===== src/rtl/bmult_pkg.sv =====
// Shared constants and FSM state encoding for the 8x8 multiply-accumulate slice.
package bmult_pkg;

  localparam int ACC_W_DEF   = 24;
  localparam int CMP_LAT_DEF = 1;
  localparam int PROD_W      = 16;
  localparam int COMP_W      = 17;
  localparam int CNT_W       = 8;

  localparam logic [CNT_W-1:0] CNT_MAX = '1;

  typedef enum logic [1:0] {
    IDLE  = 2'd0,
    ACCUM = 2'd1,
    HOLD  = 2'd2
  } acc_state_e;

endpackage


===== src/rtl/bmult8x8_acc_if.sv =====
// Product-stream input and group-result output handshake bundle.
interface bmult8x8_acc_if
  import bmult_pkg::*;
#(
  parameter int ACC_W = ACC_W_DEF
);

  logic                     in_valid;
  logic                     in_last;
  logic                     in_ready;
  logic [COMP_W-1:0]        comp_out;
  logic                     acc_valid;
  logic                     acc_ready;
  logic signed [ACC_W-1:0]  acc_data;
  logic [CNT_W-1:0]         acc_cnt;
  logic                     acc_sat;

  modport master (
    output in_valid, in_last, comp_out, acc_ready,
    input  in_ready, acc_valid, acc_data, acc_cnt, acc_sat
  );

  modport slave (
    input  in_valid, in_last, comp_out, acc_ready,
    output in_ready, acc_valid, acc_data, acc_cnt, acc_sat
  );

endinterface


===== src/rtl/bmult_vld_dly.sv =====
// Shift register that carries accepted valid/last flags alongside the compressor latency.
module bmult_vld_dly
  import bmult_pkg::*;
#(
  parameter int STAGES = CMP_LAT_DEF
)(
  input  logic clk,
  input  logic rst,
  input  logic vld_p0,
  input  logic last_p0,
  output logic vld_pn,
  output logic last_pn
);

  logic [STAGES-1:0] vld_sr;
  logic [STAGES-1:0] last_sr;

  always_ff @(posedge clk) begin
    if (rst) begin
      vld_sr  <= '0;
      last_sr <= '0;
    end else begin
      vld_sr[0]  <= vld_p0;
      last_sr[0] <= last_p0;
      for (int i = 1; i < STAGES; i++) begin
        vld_sr[i]  <= vld_sr[i-1];
        last_sr[i] <= last_sr[i-1];
      end
    end
  end

  assign vld_pn  = vld_sr[STAGES-1];
  assign last_pn = last_sr[STAGES-1];

endmodule


===== src/rtl/bmult8x8_acc.sv =====
// Saturating group accumulator for signed 16-bit products from a bit-heap compressor;
// presents one sum/count/sat result per group and blocks new input until it is taken.
module bmult8x8_acc
  import bmult_pkg::*;
#(
  parameter int ACC_W   = ACC_W_DEF,
  parameter int CMP_LAT = CMP_LAT_DEF
)(
  input logic             clk,
  input logic             rst,
  bmult8x8_acc_if.slave   bus
);

  localparam int SUM_W = ACC_W + 1;

  localparam logic signed [ACC_W-1:0] ACC_MAX = {1'b0, {(ACC_W-1){1'b1}}};
  localparam logic signed [ACC_W-1:0] ACC_MIN = {1'b1, {(ACC_W-1){1'b0}}};

  function automatic logic signed [SUM_W-1:0] add_wide(
    input logic signed [ACC_W-1:0]  a,
    input logic signed [PROD_W-1:0] p
  );
    return SUM_W'(a) + SUM_W'(p);
  endfunction

  function automatic logic is_ovf(input logic signed [SUM_W-1:0] w);
    return w[SUM_W-1] ^ w[SUM_W-2];
  endfunction

  function automatic logic signed [ACC_W-1:0] sat_clamp(input logic signed [SUM_W-1:0] w);
    if (!is_ovf(w))
      return w[ACC_W-1:0];
    else if (w[SUM_W-1])
      return ACC_MIN;
    else
      return ACC_MAX;
  endfunction

  acc_state_e               state;
  logic signed [ACC_W-1:0]  sum_q;
  logic [CNT_W-1:0]         cnt_q;
  logic                     sat_q;
  logic                     acc_valid_q;
  logic                     in_ready_q;
  logic                     blk_q;

  logic                     vld_p0;
  logic                     last_p0;
  logic                     vld_p1;
  logic                     last_p1;
  logic signed [PROD_W-1:0] prod_p1;
  logic signed [SUM_W-1:0]  sum_w_p1;
  logic signed [ACC_W-1:0]  sum_sat_p1;
  logic                     ovf_p1;
  logic                     hs;
  logic                     blk_n;
  logic                     unused_comp_msb;

  // Stage p0: accepted input; flags enter the compressor-aligned delay line
  assign vld_p0  = bus.in_valid & in_ready_q;
  assign last_p0 = vld_p0 & bus.in_last;

  bmult_vld_dly #(
    .STAGES (CMP_LAT)
  ) u_vld_dly (
    .clk     (clk),
    .rst     (rst),
    .vld_p0  (vld_p0),
    .last_p0 (last_p0),
    .vld_pn  (vld_p1),
    .last_pn (last_p1)
  );

  // Stage p1: compressor result aligned with its flags; bit 16 is a carry artefact
  assign prod_p1         = bus.comp_out[PROD_W-1:0];
  assign unused_comp_msb = bus.comp_out[COMP_W-1];

  always_comb begin
    sum_w_p1   = add_wide(sum_q, prod_p1);
    sum_sat_p1 = sat_clamp(sum_w_p1);
    ovf_p1     = is_ovf(sum_w_p1);
  end

  assign hs = acc_valid_q & bus.acc_ready;

  always_comb begin
    blk_n = blk_q;
    if (last_p0)
      blk_n = 1'b1;
    else if (hs)
      blk_n = 1'b0;
  end

  always_ff @(posedge clk) begin
    if (rst) begin
      state       <= IDLE;
      sum_q       <= '0;
      cnt_q       <= '0;
      sat_q       <= 1'b0;
      acc_valid_q <= 1'b0;
      in_ready_q  <= 1'b0;
      blk_q       <= 1'b0;
    end else begin
      blk_q      <= blk_n;
      in_ready_q <= ~blk_n;
      case (state)
        IDLE, ACCUM: begin
          if (vld_p1) begin
            sum_q <= sum_sat_p1;
            cnt_q <= (cnt_q == CNT_MAX) ? cnt_q : cnt_q + CNT_W'(1);
            sat_q <= sat_q | ovf_p1;
            if (last_p1) begin
              state       <= HOLD;
              acc_valid_q <= 1'b1;
            end else begin
              state <= ACCUM;
            end
          end
        end
        HOLD: begin
          if (hs) begin
            state       <= IDLE;
            acc_valid_q <= 1'b0;
            sum_q       <= '0;
            cnt_q       <= '0;
            sat_q       <= 1'b0;
          end
        end
        default: begin
          state       <= IDLE;
          acc_valid_q <= 1'b0;
        end
      endcase
    end
  end

  // Stage p2: registered group result
  assign bus.in_ready  = in_ready_q;
  assign bus.acc_valid = acc_valid_q;
  assign bus.acc_data  = sum_q;
  assign bus.acc_cnt   = cnt_q;
  assign bus.acc_sat   = sat_q;

endmodule


===== src/flat_wrapper.sv =====
// flat-port wrapper written by rule: the top's interface ports become plain ports
module bmult8x8_acc_flat import bmult_pkg::*;
#(
  parameter int ACC_W   = ACC_W_DEF,
  parameter int CMP_LAT = CMP_LAT_DEF
)
  (clk, rst, bus_in_valid, bus_in_last, bus_comp_out, bus_acc_ready, bus_in_ready, bus_acc_valid, bus_acc_data, bus_acc_cnt, bus_acc_sat);
  bmult8x8_acc_if #(.ACC_W(ACC_W)) bus_i ();
  input logic clk;
  input logic rst;
  input wire logic [$bits(bus_i.in_valid)-1:0] bus_in_valid;
  input wire logic [$bits(bus_i.in_last)-1:0] bus_in_last;
  input wire logic [$bits(bus_i.comp_out)-1:0] bus_comp_out;
  input wire logic [$bits(bus_i.acc_ready)-1:0] bus_acc_ready;
  output wire logic [$bits(bus_i.in_ready)-1:0] bus_in_ready;
  output wire logic [$bits(bus_i.acc_valid)-1:0] bus_acc_valid;
  output wire logic [$bits(bus_i.acc_data)-1:0] bus_acc_data;
  output wire logic [$bits(bus_i.acc_cnt)-1:0] bus_acc_cnt;
  output wire logic [$bits(bus_i.acc_sat)-1:0] bus_acc_sat;
  assign bus_i.in_valid = bus_in_valid;
  assign bus_i.in_last = bus_in_last;
  assign bus_i.comp_out = bus_comp_out;
  assign bus_i.acc_ready = bus_acc_ready;
  assign bus_in_ready = bus_i.in_ready;
  assign bus_acc_valid = bus_i.acc_valid;
  assign bus_acc_data = bus_i.acc_data;
  assign bus_acc_cnt = bus_i.acc_cnt;
  assign bus_acc_sat = bus_i.acc_sat;
  bmult8x8_acc #(.ACC_W(ACC_W), .CMP_LAT(CMP_LAT)) u_core (.clk(clk), .rst(rst), .bus(bus_i));
endmodule

===== config.mk =====
export PLATFORM = sky130hd
export DESIGN_NAME = bmult8x8_acc_flat
export DESIGN_NICKNAME = d
export VERILOG_FILES = /design/src/rtl/bmult_pkg.sv /design/src/rtl/bmult8x8_acc_if.sv /design/src/rtl/bmult_vld_dly.sv /design/src/rtl/bmult8x8_acc.sv /design/src/flat_wrapper.sv
export SDC_FILE = /design/constraint.sdc
export NUM_CORES = 1
export LEC_CHECK = 0
export BUFFER_PORTS_ARGS = -buffer_cell sky130_fd_sc_hd__buf_2
export CAP_MARGIN = 20
export CELL_PAD_IN_SITES_DETAIL_PLACEMENT = 0
export CELL_PAD_IN_SITES_GLOBAL_PLACEMENT = 2
export CORE_UTILIZATION = 37
export CTS_BUF_LIST = sky130_fd_sc_hd__clkbuf_8
export CTS_CLUSTER_DIAMETER = 60
export DETAILED_ROUTE_END_ITERATION = 10
export PLACE_DENSITY = 0.95
export SKIP_LAST_GASP = 1
export SLEW_MARGIN = 20
export SYNTH_ARGS = -nofsm -noshare
export SYNTH_HDL_FRONTEND = slang
export SYNTH_SLANG_ARGS = --single-unit

===== constraint.sdc =====
create_clock -name clk -period 5.4 [get_ports clk]
set_input_delay 0.54 -clock clk [delete_from_list [all_inputs] [get_ports clk]]
set_output_delay 0.54 -clock clk [all_outputs]
set_load 0.05 [all_outputs]

==> impl_metrics.json, run 1 <==
{
  "yosysTopAreaCellShare_pct": 27.50,
  "core-area_mm2": 0.007447,
  "clock_path_buffers": 2,
  "whs_ns": 0.4562,
  "crit_type": "register to register",
  "worst_path_largest_cell_delay_ns": 0.46,
  "firstDrtPassIters": 4,
  "synth_top_family_by_area": "compound AO/OA/AOI/OAI gates",
  "cts_made_buffers": 5,
  "postCtsHoldBufs": 0,
  "crit_path_cell_trace": "ha_1 -> fa_1 -> a211oi_2 -> o211ai_1 -> a211o_1 -> and2_4 -> a211o_1 -> mux2_4 -> nand3b_4 -> o21ai_2",
  "cts-resized-gates": 0,
  "regToRegStartpoint": "u_core.bus.acc_data[0]",
  "postSynthCellCount": 343,
  "dr.first_iter.drc_count": 53,
  "grt_setup_unrepaired": "no",
  "ys_ff_latch": 40,
  "cts_setup_buffers": 0,
  "drv_cap": 0,
  "hold_end": "u_core.u_vld_dly.last_pn",
  "grt_pass1_wl_um": 11050,
  "routed_wl_um": 6360,
  "vias_per_cell": 5.193,
  "synthArstFlopShare_pct": 0,
  "cpMostUsedCell": "a211o_1",
  "vias": 2586,
  "drive_above_1_share_pct": 30.33,
  "clock_sinks": 40,
  "n_antenna_cell": 0,
  "die_y_um": 90.71,
  "num_rows": 31,
  "clockRootBuffer": "clkbuf_8",
  "nNetsFinal": 446,
  "first_global_vias": 2443,
  "synth_xor_area_share_pct": 6.876,
  "die_area_mm2": 0.008227,
  "ios": 57,
  "syn_area_mm2": 0.002912,
  "timing.final.crit_share_pct": 58.60,
  "wl_per_cell_um": 12.77,
  "start_util_pct": 39.10,
  "grt_overflow": 0,
  "fp.dieW_um": 90.71,
  "syn-num-nets": 391,
  "portBuffers": 55,
  "slew_viol_final": 0,
  "synth.area.top_cells": "dfxtp_1, ha_1, o21ai_2",
  "dpl.hpwl_um": 4831,
  "yosys.area.top_type": "dfxtp_1",
  "clock_latency_ns": 0.30,
  "cpMaxStageDelayCell": "fa_1",
  "outcome": "complete, no violations",
  "ir_drop_mv": 0.09337,
  "path_max_fanout": 23,
  "areaGrowthSynthToFinish_pct": 15.34,
  "cts.clk_slew.worst_paths_ns": 0.08,
  "hold_class": "input pin to register",
  "antenna_found_initial": 0,
  "synth_cell_type_count": 56,
  "synth_edf_count": 0,
  "drc": 0,
  "routabilityCongestion": 0.7783,
  "final-hold-violation-count": 0,
  "h-tree-depth": 2,
  "synth_compound_area_share_pct": 26.30,
  "setup_tns_ns": 0,
  "skew_ns": 0.01000,
  "max_slew.worst_pin.slew_ns": 0.5316,
  "slew_headroom_pct": 64.39,
  "cts_tree": "done",
  "hp-start": "bus_in_last",
  "gr-usage-all-layers_pct": 16.36,
  "power.density_mw_per_mm2": 240.2,
  "r2r_cells": 10,
  "total_power_mw": 0.8066,
  "synth_fa_ha_area_share_pct": 11.43,
  "crit_path_end_kind": "register",
  "yosysSeqAreaShare_pct": 27.50,
  "reg2reg_to": "u_core.bus.acc_data[17]",
  "cp.arrival_ns": 3.34,
  "synth-main-ff-cell": "dfxtp_1",
  "max_freq_ghz": 0.3160,
  "crit_buf_inv": 0,
  "timing.final.crit_period_ns": 3.164,
  "syn_area_per_cell_um2": 8.488,
  "rrSetupSlack_ns": 2.24,
  "worstHoldPathCells": 2,
  "synthMuxAreaShare_pct": 0.8595,
  "crit_family": "compound AO/OA/AOI/OAI gates",
  "p_leak_nw": 1.618,
  "setup_viol": 0,
  "cp.required_ns": 5.58,
  "start_kind": "register",
  "synthSimpleGateAreaFrac_pct": 23.46,
  "ant_nets": 0,
  "grt_max_degree": 24,
  "yosys_warnings": 0
}
-- worst register-to-register path, stage by stage, from the launching register on --
cell and delay (ns):
dfxtp_1 0.33, ha_1 0.27, fa_1 0.46, a211oi_2 0.24, o211ai_1 0.15, a211o_1 0.36
and2_4 0.18, a211o_1 0.28, mux2_4 0.28, nand3b_4 0.38, o21ai_2 0.13
-- cell type report --
type                    count  area, um2
clock inverters             2      38.79
flip-flops and latches     40      800.8
repair buffers             57      290.3
multi-input cells         290       2007
fillers                   780       4089
well taps                  99      123.9
inverters                   4      15.01
clock buffers               6      82.58
-- where the power goes --
group | total (mW) | internal [mW] | switching [mW]
Combinational | 0.227 | 0.0805 | 0.147
Clock | 0.264 | 0.151 | 0.113
Sequential | 0.316 | 0.306 | 0.00919
-- how the worst max path moves through the flow --
stage | end | depth (start not counted) | startpoint
after global routing | u_core.bus.acc_data[10] | 11 | u_core.bus.acc_data[0]
after detailed placement | u_core.bus.acc_data[14] | 11 | bus_comp_out[0]
after global placement | u_core.bus.acc_data[17] | 11 | bus_comp_out[0]
final | u_core.bus.acc_data[17] | 10 | u_core.bus.acc_data[0]
after CTS | u_core.bus.acc_data[14] | 10 | u_core.bus.acc_data[0]
after floorplan | u_core.bus.acc_data[10] | 11 | u_core.bus.acc_data[0]
-- cells in the mapped netlist, types with 5 or more instances --
master    n
o21ai_1   5
xor2_1   11
nand3_1   6
nor2b_1   5
nor3_1    5
and3_1    6
nand2_1  48
xnor2_1  10
a21oi_1  29
o21ai_0  10
o21ai_2  23
nor2_2   20
a21o_1   11
nor2_1   23
dfxtp_1  40
ha_1     25
-- routing by layer --
| metal | routed length, um | up-vias | share of wire (%) | GRT usage, % |
|---|---|---|---|---|
| li1 | - | 1346 | - | - |
| met1 | 3244 | 1191 | 51 | 21.87 |
| met2 | 2835 | 42 | 45 | 26.26 |
| met3 | 196 | 7 | 3.1 | 2.694 |
| met4 | 83 | 0 | 1.3 | 6.048 |
| met5 | 0 | - | 0 | 0 |
-- cells in the final DEF, fill, tap and decap left out, types with 5 or more instances in the layout --
cell / netlist / final
a21o_1: 11 / 11
a21oi_1: 29 / 29
and3_1: 6 / 6
buf_2: 0 / 55
clkbuf_8: 0 / 6
dfxtp_1: 40 / 40
ha_1: 25 / 25
nand2_1: 48 / 48
nand3_1: 6 / 6
nor2_1: 23 / 23
nor2_2: 20 / 20
nor2b_1: 5 / 5
nor3_1: 5 / 5
o21ai_0: 10 / 10
o21ai_1: 5 / 5
o21ai_2: 23 / 23
xnor2_1: 10 / 10
xor2_1: 11 / 11
-- flip-flops by register name (all words and copies together), names as in the netlist --
register / cells
u_core.blk_q: 1
u_core.bus.acc_cnt: 8
u_core.bus.acc_data: 24
u_core.bus.acc_sat: 1
u_core.bus.acc_valid: 1
u_core.bus.in_ready: 1
u_core.state: 2
u_core.u_vld_dly.last_pn: 1
u_core.u_vld_dly.vld_pn: 1
-- kinds of logic (layout without fill, tap and decap cells) --
family	after synthesis	count (layout)
AND/OR/NAND/NOR	134	134
AO/OA/AOI/OAI	106	106
flip-flops	40	40
adder cells (fa/ha/maj)	26	26
XOR/XNOR	22	22
buffers and inverters	13	69
multiplexers	2	2
-- through the flow --
stage / setup slack (ns) / instances / util, % / cell area (um2)
detailed placement: 1.908 / 490 / 43.46 / 3237
CTS: 2.202 / 498 / 45.09 / 3358
floorplan: 2.343 / 343 / - / 2912
finish: 2.236 / 498 / 45.09 / 3358
global placement: 1.932 / 490 / 43.46 / 3237
global route: 2.070 / 498 / 45.09 / 3358
No activity file was read; power rests on OpenSTA's default activity.
==> run 2: changes to the inputs <==
--- a/config.mk
+++ b/config.mk
@@ -9,11 +9,11 @@
 export CAP_MARGIN = 20
 export CELL_PAD_IN_SITES_DETAIL_PLACEMENT = 0
 export CELL_PAD_IN_SITES_GLOBAL_PLACEMENT = 2
-export CORE_UTILIZATION = 37
+export CORE_UTILIZATION = 31
 export CTS_BUF_LIST = sky130_fd_sc_hd__clkbuf_8
 export CTS_CLUSTER_DIAMETER = 60
 export DETAILED_ROUTE_END_ITERATION = 10
-export PLACE_DENSITY = 0.95
+export PLACE_DENSITY = 0.9
 export SKIP_LAST_GASP = 1
 export SLEW_MARGIN = 20
 export SYNTH_ARGS = -nofsm -noshare
==> constraint.sdc (replaced) <==
create_clock -name clk -period 2.6 [get_ports clk]
set_input_delay 0.26 -clock clk [delete_from_list [all_inputs] [get_ports clk]]
set_output_delay 0.26 -clock clk [all_outputs]
set_load 0.05 [all_outputs]
==> run 2 against run 1 <==
Compared with the run above:
- the flow now finishes with violations (setup timing)
- global-route usage down 1.5 points
- largest cell class unchanged
- critical path type unchanged
- first-iteration DRC count decreased by 3.8%
- fmax is 15% higher
- highest routed layer unchanged
==> impl_metrics.json, run 2 (synthesis gave the netlist of run 1 again) <==
{
  "outcome": "complete, but fails checks",
  "violations": "setup timing",
  "portBuffers": 55,
  "cpMaxStageDelayCell": "dfxtp_4",
  "timing.final.crit_share_pct": 106.0,
  "fp.dieW_um": 98.91,
  "clock_latency_ns": 0.30,
  "power.density_mw_per_mm2": 443.1,
  "ant_nets": 0,
  "final-hold-violation-count": 0,
  "top_usage_layer": "met2",
  "fin_ws_ns": -0.1563,
  "antenna_found_initial": 0,
  "nNetsFinal": 476,
  "grt_max_degree": 24,
  "largest_register_ffs": 24,
  "vias": 2707,
  "clockRootBuffer": "clkbuf_8",
  "final_util_pct": 41.01,
  "worst_path_largest_cell_delay_ns": 0.36,
  "dr.first_iter.drc_count": 51,
  "clock_sinks": 40,
  "core-area_mm2": 0.008891,
  "setup_viol": 24,
  "cts.clk_slew.worst_paths_ns": 0.08,
  "most-common-layout-cells": "buf_2, nand2_1, a21oi_1, dfxtp_1, buf_4",
  "die_y_um": 98.91,
  "path_max_fanout": 11,
  "vias_per_cell": 5.050,
  "grt_overflow": 0,
  "hold_class": "input pin to register",
  "slew_viol_final": 0,
  "cp.arrival_ns": 2.95,
  "grt_setup_unrepaired": "yes",
  "areaGrowthSynthToFinish_pct": 25.23,
  "grt_use_met3_pct": 2.624,
  "grt_use_met2_pct": 24.42,
  "start_kind": "register",
  "drive_above_1_share_pct": 38.08,
  "multiInputGateArea_mm2": 0.002033,
  "routed_wl_um": 7071,
  "n_antenna_cell": 0,
  "p_leak_nw": 1.772,
  "cpMostUsedCell": "a211o_1",
  "num_rows": 34,
  "timing.final.crit_period_ns": 2.756,
  "routabilityCongestion": 0.8657,
  "max_slew.worst_pin.slew_ns": 0.3480,
  "first_global_vias": 2541,
  "wl_per_cell_um": 13.19,
  "slew_headroom_pct": 76.20,
  "grt_pass1_wl_um": 11850,
  "ios": 57,
  "crit_type": "register to register",
  "drc": 0,
  "register_area_um2": 817.0,
  "max_freq_ghz": 0.3628,
  "crit_path_end_kind": "register",
  "h-tree-depth": 2,
  "grtUsageMet1_pct": 20.25,
  "rrSetupSlack_ns": -0.16,
  "drv_cap": 0,
  "place_ws_ns": -0.1945,
  "firstDrtPassIters": 4,
  "start_util_pct": 32.75,
  "ir_drop_mv": 0.1962,
  "mostFrequentLayoutCell": "buf_2",
  "die_area_mm2": 0.009783,
  "skew_ns": 0.007254,
  "cp.required_ns": 2.79,
  "cts_tree": "done",
  "gr-usage-all-layers_pct": 14.88,
  "clock_path_buffers": 2,
  "crit_path_cell_trace": "ha_4 -> fa_2 -> a211oi_2 -> o211ai_1 -> a211o_1 -> and2_4 -> a211o_1 -> mux2_4 -> nand3b_4 -> buf_12 -> o21ai_2",
  "dpl.hpwl_um": 5617,
  "fill_cells": 923,
  "cts_made_buffers": 5
}
[run 2: worst paths after layout]
path / cells past startpoint / end / start
min: 2 / u_core.u_vld_dly.last_pn / bus_in_last
max: 11 / u_core.bus.acc_data[10] / u_core.bus.acc_data[0]
max reg2reg: 11 / u_core.bus.acc_data[10] / u_core.bus.acc_data[0]
min reg2reg: 2 / u_core.u_vld_dly.vld_pn / u_core.bus.in_ready
[run 2: power breakdown]
group	switching (mW)	internal (mW)	leakage, nW
combinational	0.325	0.219	1.40
clock	0.231	0.183	0.0443
sequential	0.0196	0.637	0.330
total	0.576	1.04	1.77
[run 2: per-layer routing]
metal / wire [um] / share of wire [%]
met1: 3506 / 50
met5: 0 / 0
met4: 44 / 0.62
met2: 3240 / 46
met3: 280 / 4.0
[run 2: critical path: cells and delay by family, from the launching register on]
family / cells / cell delay (ns)
fa+ha+maj: 2 / 0.51
simple gates: 2 / 0.31
compound gates: 5 / 1.03
mux: 1 / 0.28
buf+inv: 1 / 0.16
flops: 1 / 0.36
[run 2: through the flow]
stage | cell area [um2] | cells | TNS, ns | power [mW] | hold slack, ns
CTS | 3635 | 536 | -3.453 | 1.636 | 0.1769
floorplan | 2943 | 343 | -2.944 | 1.060 | 0.3817
finish | 3646 | 536 | -3.005 | 1.615 | 0.1838
global placement | 3547 | 528 | -3.261 | 1.202 | 0.4417
detailed placement | 3547 | 528 | -3.984 | 1.210 | 0.4473
global route | 3646 | 536 | -5.472 | 1.720 | 0.1948
[run 2: repair_timing]
item | 4_1_cts | 5_1_grt
hold buffers | 0 | 0
buffers inserted | 1 | 0
pin swaps | 5 | 7
gates resized for setup | 0 | 1
setup endpoints to repair | 24 | 25
[run 2: cell type report]
cell class | count | share of cell area (%)
Sequential cell | 40 | 22.41
Clock buffer | 5 | 1.887
Tap cell | 108 | 3.706
Inverter | 4 | 0.4118
Clock inverter | 2 | 0.3089
Timing Repair Buffer | 87 | 15.51
Multi-Input combinational cell | 290 | 55.77
==> run 3: changes to the inputs <==
--- a/config.mk
+++ b/config.mk
@@ -9,13 +9,13 @@
 export CAP_MARGIN = 20
 export CELL_PAD_IN_SITES_DETAIL_PLACEMENT = 0
 export CELL_PAD_IN_SITES_GLOBAL_PLACEMENT = 2
-export CORE_UTILIZATION = 31
-export CTS_BUF_LIST = sky130_fd_sc_hd__clkbuf_8
+export CORE_UTILIZATION = 30
 export CTS_CLUSTER_DIAMETER = 60
 export DETAILED_ROUTE_END_ITERATION = 10
-export PLACE_DENSITY = 0.9
+export PLACE_DENSITY = 0.88
 export SKIP_LAST_GASP = 1
 export SLEW_MARGIN = 20
 export SYNTH_ARGS = -nofsm -noshare
 export SYNTH_HDL_FRONTEND = slang
 export SYNTH_SLANG_ARGS = --single-unit
+export TNS_END_PERCENT = 5
==> run 3 against run 2 <==
Compared with the run above:
- the flow still finishes with violations (setup timing)
- non-clock buffer count rose by 3
- routed wire length fell by 3.4%
- count of clock-buffer cells in the layout rose by 1
- critical path depth did not move
- utilization fell by 1.1 points
==> impl_metrics.json, run 3 (synthesis gave the netlist of run 1 again) <==
{
  "outcome": "complete, but fails checks",
  "violations": "setup timing",
  "firstDrtPassIters": 4,
  "fp.dieW_um": 100.5,
  "wl_per_cell_um": 12.17,
  "crit_type": "register to register",
  "timing.final.crit_period_ns": 2.705,
  "drive_above_1_share_pct": 37.96,
  "cts_tree": "done",
  "hold_class": "input pin to register",
  "power.density_mw_per_mm2": 467.6,
  "grtUsageMet1_pct": 19.35,
  "grt_setup_unrepaired": "yes",
  "clock_sinks": 40,
  "design_area_mm2": 0.003721,
  "final_util_pct": 39.89,
  "ant_nets": 0,
  "grt_use_met2_pct": 23.92,
  "dpl-instance-area_mm2": 0.003562,
  "most-common-layout-cells": "buf_2, nand2_1, dfxtp_1",
  "top_usage_layer": "met2",
  "gr-usage-all-layers_pct": 14.32,
  "r2r_cells": 11,
  "num_rows": 35,
  "p_leak_nw": 1.802,
  "die_area_mm2": 0.01010,
  "worstHoldPathCells": 2,
  "grt_overflow": 0,
  "max_slew.worst_pin.slew_ns": 0.5219,
  "setup_viol": 24,
  "h-tree-depth": 2,
  "slew_viol_final": 0,
  "final-hold-violation-count": 0,
  "antenna_found_initial": 0,
  "crit_path_end_kind": "register",
  "clock_latency_ns": 0.29,
  "nNetsFinal": 479,
  "first_global_vias": 2554,
  "ios": 57,
  "die_y_um": 100.5,
  "total_power_mw": 1.740,
  "core-area_mm2": 0.009328,
  "slew_headroom_pct": 65.03,
  "vias_per_cell": 4.822,
  "start_util_pct": 31.21,
  "portBuffers": 55,
  "dpl.hpwl_um": 5532,
  "routed_wl_um": 6829,
  "timing.final.crit_share_pct": 104.0,
  "grt_pass1_wl_um": 11790,
  "vias": 2705,
  "ir_drop_mv": 0.2901,
  "max_freq_ghz": 0.3697,
  "grt_max_degree": 24,
  "clockRootBuffer": "clkbuf_8",
  "routabilityCongestion": 0.8450,
  "dr.first_iter.drc_count": 83,
  "mostFrequentLayoutCell": "buf_2",
  "grt_use_met3_pct": 2.219,
  "fin_ws_ns": -0.1050,
  "path_max_fanout": 9,
  "drc": 0,
  "largest_register_ffs": 24,
  "skew_ns": 0.004755,
  "start_kind": "register",
  "cp.required_ns": 2.79,
  "clock_path_buffers": 2,
  "fill_cells": 984,
  "rrSetupSlack_ns": -0.10,
  "cts.clk_slew.worst_paths_ns": 0.08,
  "areaGrowthSynthToFinish_pct": 27.80,
  "cts_made_buffers": 5,
  "drv_cap": 0,
  "n_antenna_cell": 0,
  "cp.arrival_ns": 2.90
}
[run 3: repair_timing]
action	4_1_cts	5_1_grt
hold buffers	0	0
setup endpoints to repair	24	25
gates resized for setup	0	1
setup buffers	5	0
pin swaps	3	1
[run 3: power by group]
part           total, mW  switching, mW  internal, mW
registers          0.656         0.0190         0.637
clock network      0.546          0.232         0.314
logic              0.538          0.320         0.218
[run 3: worst paths after layout]
| check | from | endpoint |
|---|---|---|
| worst max register to register | u_core.bus.acc_data[0] | u_core.bus.acc_data[3] |
| worst min register to register | u_core.bus.in_ready | u_core.u_vld_dly.vld_pn |
| worst min-delay path | bus_in_last | u_core.u_vld_dly.last_pn |
| worst max-delay path | u_core.bus.acc_data[0] | u_core.bus.acc_data[3] |
[run 3: metal layers]
| layer | vias up | share of wire, % |
|---|---|---|
| met4 | 0 | 0.89 |
| met5 | - | 0 |
| li1 | 1402 | - |
| met2 | 42 | 46 |
| met1 | 1256 | 50 |
| met3 | 5 | 2.9 |
[run 3: final cells by class]
cell class / count / area (um2) / area share (%)
multi-input cells: 290 / 2022 / 54.34
inverters: 4 / 15.01 / 0.4035
well taps: 129 / 161.4 / 4.338
repair buffers: 90 / 588.1 / 15.80
clock inverters: 2 / 38.79 / 1.042
flip-flops and latches: 40 / 813.3 / 21.86
clock buffers: 6 / 82.58 / 2.219
[run 3: metrics by stage]
stage                     hold slack [ns]  setup WS [ns]  instances  TNS (ns)
after detailed placement           0.4429        -0.1914        548    -4.124
after global routing               0.1716        -0.2603        561    -5.657
after global placement             0.4430        -0.1607        548    -3.525
final                              0.1859        -0.1050        561    -2.088
after floorplan                    0.3817        -0.1534        343    -3.290
after CTS                          0.1736        -0.1528        561    -3.209
[run 3: critical path, stage by stage, from the launching register on]
cell	delay, ns
dfxtp_4	0.36
ha_4	0.16
fa_2	0.35
a211oi_2	0.22
o211ai_1	0.13
a211o_1	0.31
and2_4	0.18
a211o_1	0.27
mux2_4	0.28
nand3b_4	0.13
buf_12	0.15
o21ai_2	0.06
